==> src/rtl/spi_transaction_sequencer.sv <==
// spi_transaction_sequencer
//   Buffers SPI commands in a command FIFO and feeds them, one at a time, to a
//   quick_spi master. Each command is popped into hold registers that stay
//   stable for the whole transaction, a one-cycle start pulse is issued, and
//   the sequencer waits for the master's end pulse (or a timeout). READ results
//   are pushed into a response FIFO tagged with the slave index.
//
// Ports
//   clk, reset                      clock, synchronous active-high reset
//   cmd_valid/cmd_ready             command handshake
//   cmd_operation/slave/data        command fields (0 = READ, 1 = WRITE)
//   rsp_valid/rsp_ready             response handshake (FIFO head)
//   rsp_data/rsp_slave              read word and its slave index
//   busy                            FSM active or commands pending
//   timeout_error                   sticky timeout flag
//   spi_enable                      master enable, low only in reset
//   spi_start_transaction           one-cycle start pulse
//   spi_operation/slave/outgoing_data  held command fields
//   spi_end_of_transaction          master done pulse
//   spi_incoming_data               master read result
module spi_transaction_sequencer #(
   parameter int INCOMING_DATA_WIDTH = 8,
   parameter int OUTGOING_DATA_WIDTH = 16,
   parameter int NUMBER_OF_SLAVES    = 2,
   parameter int CMD_FIFO_DEPTH      = 4,
   parameter int RSP_FIFO_DEPTH      = 4,
   parameter int TIMEOUT_CYCLES      = 1024
) (
   input  logic                           clk,
   input  logic                           reset,
   input  logic                           cmd_valid,
   output logic                           cmd_ready,
   input  logic                           cmd_operation,
   input  logic [NUMBER_OF_SLAVES-1:0]    cmd_slave,
   input  logic [OUTGOING_DATA_WIDTH-1:0] cmd_data,
   output logic                           rsp_valid,
   input  logic                           rsp_ready,
   output logic [INCOMING_DATA_WIDTH-1:0] rsp_data,
   output logic [NUMBER_OF_SLAVES-1:0]    rsp_slave,
   output logic                           busy,
   output logic                           timeout_error,
   output logic                           spi_enable,
   output logic                           spi_start_transaction,
   output logic                           spi_operation,
   output logic [NUMBER_OF_SLAVES-1:0]    spi_slave,
   output logic [OUTGOING_DATA_WIDTH-1:0] spi_outgoing_data,
   input  logic                           spi_end_of_transaction,
   input  logic [INCOMING_DATA_WIDTH-1:0] spi_incoming_data
);
   localparam int CAW = $clog2(CMD_FIFO_DEPTH);
   localparam int RAW = $clog2(RSP_FIFO_DEPTH);
   localparam int CW  = 1 + NUMBER_OF_SLAVES + OUTGOING_DATA_WIDTH;
   localparam int RW  = NUMBER_OF_SLAVES + INCOMING_DATA_WIDTH;
   localparam int TW  = $clog2(TIMEOUT_CYCLES) + 1;

   typedef enum logic [2:0] {S_IDLE, S_ISSUE, S_WAIT_EOT, S_STORE, S_GAP} state_t;
   state_t r_state, w_state_nxt;

   logic w_cmd_pop, w_rsp_push, w_start, w_capture, w_timeout, w_cnt_inc;

   // ---------------- command FIFO ----------------
   logic [CW-1:0]  r_cmd_mem [CMD_FIFO_DEPTH];
   logic [CAW-1:0] r_cmd_wptr, r_cmd_rptr;
   logic [CAW:0]   r_cmd_level;
   logic           w_cmd_full, w_cmd_empty, w_cmd_push;
   logic [CW-1:0]  w_cmd_head;

   assign w_cmd_full  = (r_cmd_level == (CAW+1)'(CMD_FIFO_DEPTH));
   assign w_cmd_empty = (r_cmd_level == '0);
   // Ready depends only on registered level, so a same-cycle pop never frees a slot early.
   assign cmd_ready   = !w_cmd_full && !reset;
   assign w_cmd_push  = cmd_valid && cmd_ready;
   assign w_cmd_head  = r_cmd_mem[r_cmd_rptr];

   always_ff @(posedge clk)
      if (w_cmd_push) r_cmd_mem[r_cmd_wptr] <= {cmd_operation, cmd_slave, cmd_data};

   always_ff @(posedge clk) begin
      if (reset) begin
         r_cmd_wptr  <= '0;
         r_cmd_rptr  <= '0;
         r_cmd_level <= '0;
      end else begin
         if (w_cmd_push) r_cmd_wptr <= r_cmd_wptr + 1'b1;
         if (w_cmd_pop)  r_cmd_rptr <= r_cmd_rptr + 1'b1;
         case ({w_cmd_push, w_cmd_pop})
            2'b10:   r_cmd_level <= r_cmd_level + 1'b1;
            2'b01:   r_cmd_level <= r_cmd_level - 1'b1;
            default: ;
         endcase
      end
   end

   // ---------------- response FIFO ----------------
   logic [RW-1:0]  r_rsp_mem [RSP_FIFO_DEPTH];
   logic [RAW-1:0] r_rsp_wptr, r_rsp_rptr;
   logic [RAW:0]   r_rsp_level;
   logic           w_rsp_full, w_rsp_empty, w_rsp_pop;

   assign w_rsp_full  = (r_rsp_level == (RAW+1)'(RSP_FIFO_DEPTH));
   assign w_rsp_empty = (r_rsp_level == '0);
   assign rsp_valid   = !w_rsp_empty;
   assign w_rsp_pop   = rsp_valid && rsp_ready;
   assign {rsp_slave, rsp_data} = r_rsp_mem[r_rsp_rptr];

   // ---------------- hold / capture / timeout ----------------
   logic                           r_op;
   logic [NUMBER_OF_SLAVES-1:0]    r_slave;
   logic [OUTGOING_DATA_WIDTH-1:0] r_out;
   logic [INCOMING_DATA_WIDTH-1:0] r_cap;
   logic [TW-1:0]                  r_cnt;
   logic                           r_timeout, r_spi_enable;

   always_ff @(posedge clk)
      if (w_rsp_push) r_rsp_mem[r_rsp_wptr] <= {r_slave, r_cap};

   always_ff @(posedge clk) begin
      if (reset) begin
         r_rsp_wptr  <= '0;
         r_rsp_rptr  <= '0;
         r_rsp_level <= '0;
      end else begin
         if (w_rsp_push) r_rsp_wptr <= r_rsp_wptr + 1'b1;
         if (w_rsp_pop)  r_rsp_rptr <= r_rsp_rptr + 1'b1;
         case ({w_rsp_push, w_rsp_pop})
            2'b10:   r_rsp_level <= r_rsp_level + 1'b1;
            2'b01:   r_rsp_level <= r_rsp_level - 1'b1;
            default: ;
         endcase
      end
   end

   always_ff @(posedge clk) begin
      if (reset) begin
         r_op         <= 1'b0;
         r_slave      <= '0;
         r_out        <= '0;
         r_cap        <= '0;
         r_cnt        <= '0;
         r_timeout    <= 1'b0;
         r_spi_enable <= 1'b0;
      end else begin
         r_spi_enable <= 1'b1;
         if (w_cmd_pop) begin
            {r_op, r_slave, r_out} <= w_cmd_head;
            r_cnt                  <= '0;
         end else if (w_cnt_inc) begin
            r_cnt <= r_cnt + 1'b1;
         end
         if (w_capture) r_cap     <= spi_incoming_data;
         if (w_timeout) r_timeout <= 1'b1;
      end
   end

   // ---------------- FSM ----------------
   always_ff @(posedge clk) begin
      if (reset) r_state <= S_IDLE;
      else       r_state <= w_state_nxt;
   end

   always_comb begin
      w_state_nxt = r_state;
      w_cmd_pop   = 1'b0;
      w_start     = 1'b0;
      w_rsp_push  = 1'b0;
      w_capture   = 1'b0;
      w_timeout   = 1'b0;
      w_cnt_inc   = 1'b0;
      case (r_state)
         S_IDLE: if (!w_cmd_empty) begin
            w_cmd_pop   = 1'b1;
            w_state_nxt = S_ISSUE;
         end
         S_ISSUE: begin
            w_start     = 1'b1;
            w_state_nxt = S_WAIT_EOT;
         end
         S_WAIT_EOT: begin
            w_cnt_inc = 1'b1;
            if (spi_end_of_transaction) begin
               if (!r_op) begin
                  w_capture   = 1'b1;
                  w_state_nxt = S_STORE;
               end else begin
                  w_state_nxt = S_GAP;
               end
            end else if (r_cnt == TW'(TIMEOUT_CYCLES - 1)) begin
               // command is dropped; no response is produced for it
               w_timeout   = 1'b1;
               w_state_nxt = S_GAP;
            end
         end
         // stall rather than drop when the consumer is slow
         S_STORE: if (!w_rsp_full) begin
            w_rsp_push  = 1'b1;
            w_state_nxt = S_GAP;
         end
         S_GAP:   w_state_nxt = S_IDLE;
         default: w_state_nxt = S_IDLE;
      endcase
   end

   assign spi_start_transaction = w_start;
   assign spi_operation         = r_op;
   assign spi_slave             = r_slave;
   assign spi_outgoing_data     = r_out;
   assign spi_enable            = r_spi_enable;
   assign timeout_error         = r_timeout;
   assign busy                  = (r_state != S_IDLE) || !w_cmd_empty;

endmodule

==> config.mk <==
export PLATFORM = sky130hd
export DESIGN_NAME = spi_transaction_sequencer
export DESIGN_NICKNAME = d
export VERILOG_FILES = /design/src/rtl/spi_transaction_sequencer.sv
export SDC_FILE = /design/constraint.sdc
export NUM_CORES = 1
export LEC_CHECK = 0
export BUFFER_PORTS_ARGS = -buffer_cell sky130_fd_sc_hd__buf_2
export CAP_MARGIN = 15
export CORE_ASPECT_RATIO = 1.4
export CORE_MARGIN = 8
export CORE_UTILIZATION = 25
export CTS_CLUSTER_DIAMETER = 50
export DETAILED_ROUTE_END_ITERATION = 10
export PLACE_DENSITY = 0.44
export SKIP_CTS_REPAIR_TIMING = 1
export SLEW_MARGIN = 15
export SYNTH_ARGS = -nofsm -noshare
export SYNTH_HDL_FRONTEND = slang
export SYNTH_SLANG_ARGS = --single-unit
==> constraint.sdc <==
create_clock -name clk -period 3 [get_ports clk]
set_input_delay 0 -clock clk [delete_from_list [all_inputs] [get_ports clk]]
set_output_delay 0 -clock clk [all_outputs]
set_load 0.02 [all_outputs]
==> results.yml <==
layout:
  layout_common_cells: "116 x edfxtp_1, 66 x buf_2, 58 x dfxtp_1"
  nets: 595
  drive_gt1_share_pct: 24.7
  final_common_cell: "edfxtp_1"
  diodes: 0
  area_growth_pct: 24.5
synth:
  ys_types: 38
  ys_async_sr_fraction_pct: 0
  syn_nets: 493
  syn_area_um2: 6710
  syn_inst: 448
  syn_area_per_cell_um2: 15.0
  synth-edff-count: 116
  ys_warn_count: 0
  yosysTopAreaCellShare_pct: 51.9
  seq_area_frac_synth_pct: 69.5
  ys_seq_elements: 175
  netlist_top_cells_area: "edfxtp_1 52%, dfxtp_1 18%, mux4_2 9.7%"
  yosysTopAreaCell: "edfxtp_1"
  ys.flop_type: "edfxtp_1"
grt:
  grt_use_total_pct: 9.47
  grt_pass1_vias: 4117
  grt_pass1_wl_um: 22900
  grt_antenna_before_repair: 0
  grt_max_degree: 48
  overflow: 0
clocking:
  cts-root-buf: "clkbuf_16"
  clk_pin_slew_ns: 0.07
  clk_path_buf_depth: 2
  worstSkewPairLatency_ns: 0.44
  cts_made_buffers: 17
  cts_max_level: 4
  cts_tree: "yes"
  cts.sinks: 175
floorplanning:
  rows: 71
  io_pins: 67
  core_um2: 26700
  start_util_pct: 25.2
  die_w_um: 154
  die_area_um2: 32400
  dieHeight_um: 210
setup_path:
  path_depth: 9
  worst_setup_path_end_kind: "flop"
  crit_fanout: 7
  cp_slowest_cell: "or3b_2"
  path_buf_inv: 2
  path_cells: "or3b_2, nor2b_1, inv_1, ha_1, inv_1, fa_1, xor2_1, or3_1, a21oi_1"
  reg2regPathDepth: 9
  slowest_delay_ns: 0.48
  critPathTopFamily: "simple AND/OR/NAND/NOR gates"
  required_ns: 3.36
  start_kind: "flop"
  crit_arrival_ns: 2.84
  crit_top_cell: "inv_1"
  path_class: "reg -> reg"
routing:
  wire_per_inst_um: 16.5
  vias: 3853
  drcViolationCount: 0
  drt_pre_antenna_iters: 4
  via_per_inst: 4.32
  dr.first_iter.drc_count: 180
  drt_wl_total_um: 14700
  detail-route-antenna-nets: 0
timing:
  fin_worst_skew_ns: 0.00945
  relSlewSlack_pct: 45.9
  fin_crit_ns: 2.48
  rsz0062_at_grt: "false"
  drv_slew: 0
  setup_violations: 0
  tightest_slew_ns: 0.812
  fin_setup_tns_ns: 0
  fin_crit_sh_pct: 82.6
  max_freq_mhz: 404
  hold_viol: 0
placed_design:
  place.gp.congestion: 0.718
  port_buffers: 66
  hpwl_um: 9570
hold_path:
  min_path_type: "in -> reg"
  hold-path-cell-count: 5
power:
  combPwrFrac_pct: 22.1
  finalPower_uw: 6880
  p_sw_uw: 2090
  p_per_area_nw_per_um2: 823
  p_sw_share_pct: 30.4
  clkPwrFrac_pct: 33.2
  p_leak_uw: 0.00296
  irDropWorstVdd_mv: 0.403
  p_int_uw: 4790
  seq_power_share_pct: 44.7
run:
  max-cap-violations: 0
status:
  status: "finished clean"
==> area by class of cell <==
class | instances | area [um^2]
inverters | 20 | 75.1
multi-input cells | 233 | 1880
well taps | 328 | 410
repair buffers | 103 | 716
fillers | 2647 | 18300
flip-flops and latches | 175 | 4670
clock buffers | 17 | 425
clock inverters | 15 | 184
==> cell usage after synthesis, types with 2 or more instances <==
library cell,count
a21oi_1,28
inv_1,20
nor4_1,5
nor3_1,4
fa_1,2
clkbuf_1,11
o21ai_0,3
xor2_1,8
buf_2,2
nand4_1,3
nor3b_1,2
or3_1,8
mux4_2,29
nor2_1,34
buf_1,5
mux2i_1,9
edfxtp_1,116
nand2_1,51
buf_6,2
and2_1,8
xnor2_1,11
nand3_1,3
ha_1,11
dfxtp_1,59
==> sequential cells by signal, indices dropped and copies added, names as in the netlist, named ones only <==
name,count
r_cap,8
r_cmd_level,3
r_cmd_mem,76
r_cmd_rptr,2
r_cmd_wptr,2
r_cnt,11
r_rsp_level,3
r_rsp_mem,40
r_rsp_rptr,2
r_rsp_wptr,2
r_state,3
spi_enable,1
spi_operation,1
spi_outgoing_data,16
spi_slave,2
timeout_error,1
==> metrics by stage <==
stage	instances	hold WS (ns)	area (um^2)	setup slack, ns	util (%)
after floorplan	448	0.0893	6710	0.569	-
after global placement	831	0.214	7460	0.660	28.0
after detailed placement	831	0.216	7460	0.549	28.0
after CTS	863	-0.247	8070	0.526	30.3
after global routing	891	0.0332	8350	0.418	31.3
final	891	0.0365	8350	0.523	31.3
==> kinds of logic (layout without fill, tap and decap cells) <==
group,after synthesis,after routing,synth area share (%)
compound gates,39,39,3.32
flops,175,175,69.5
mux,38,38,11.1
buf+inv,40,155,2.50
simple gates,124,124,8.43
xor+xnor,19,19,2.48
fa+ha+maj,13,13,2.65
==> tightest hold or removal path, delay by kind of cell <==
family	cells	cell delay (ns)
buf+inv	2	0.25
compound gates	2	0.11
simple gates	1	0.06
==> power groups by stage <==
stage / combinational, uW / clock (uW) / sequential (uW)
after global routing: 1690 / 2440 / 3120
after global placement: 1510 / 0 / 3120
after floorplan: 1040 / 0 / 3090
final: 1520 / 2280 / 3070
after detailed placement: 1540 / 0 / 3140
after CTS: 1550 / 2350 / 3090
==> worst paths after layout <==
path / endpoint / slack [ns] / startpoint
setup / recovery: r_rsp_level[2] / 0.52 / r_rsp_level[2]
hold reg to reg: spi_outgoing_data[9] / 0.45 / spi_outgoing_data[9]
hold / removal: r_cmd_wptr[1] / 0.04 / reset
setup reg to reg: r_rsp_level[2] / 0.52 / r_rsp_level[2]
==> routing by layer <==
layer | up-vias | share of wire [%] | global-route usage (%)
met1 | 1918 | 41 | 9.87
met4 | 0 | 1.6 | 3.76
li1 | 1844 | - | -
met5 | - | 0 | 0
met3 | 17 | 4.3 | 3.23
met2 | 74 | 53 | 17.1
(Power assumes the default switching activity.)
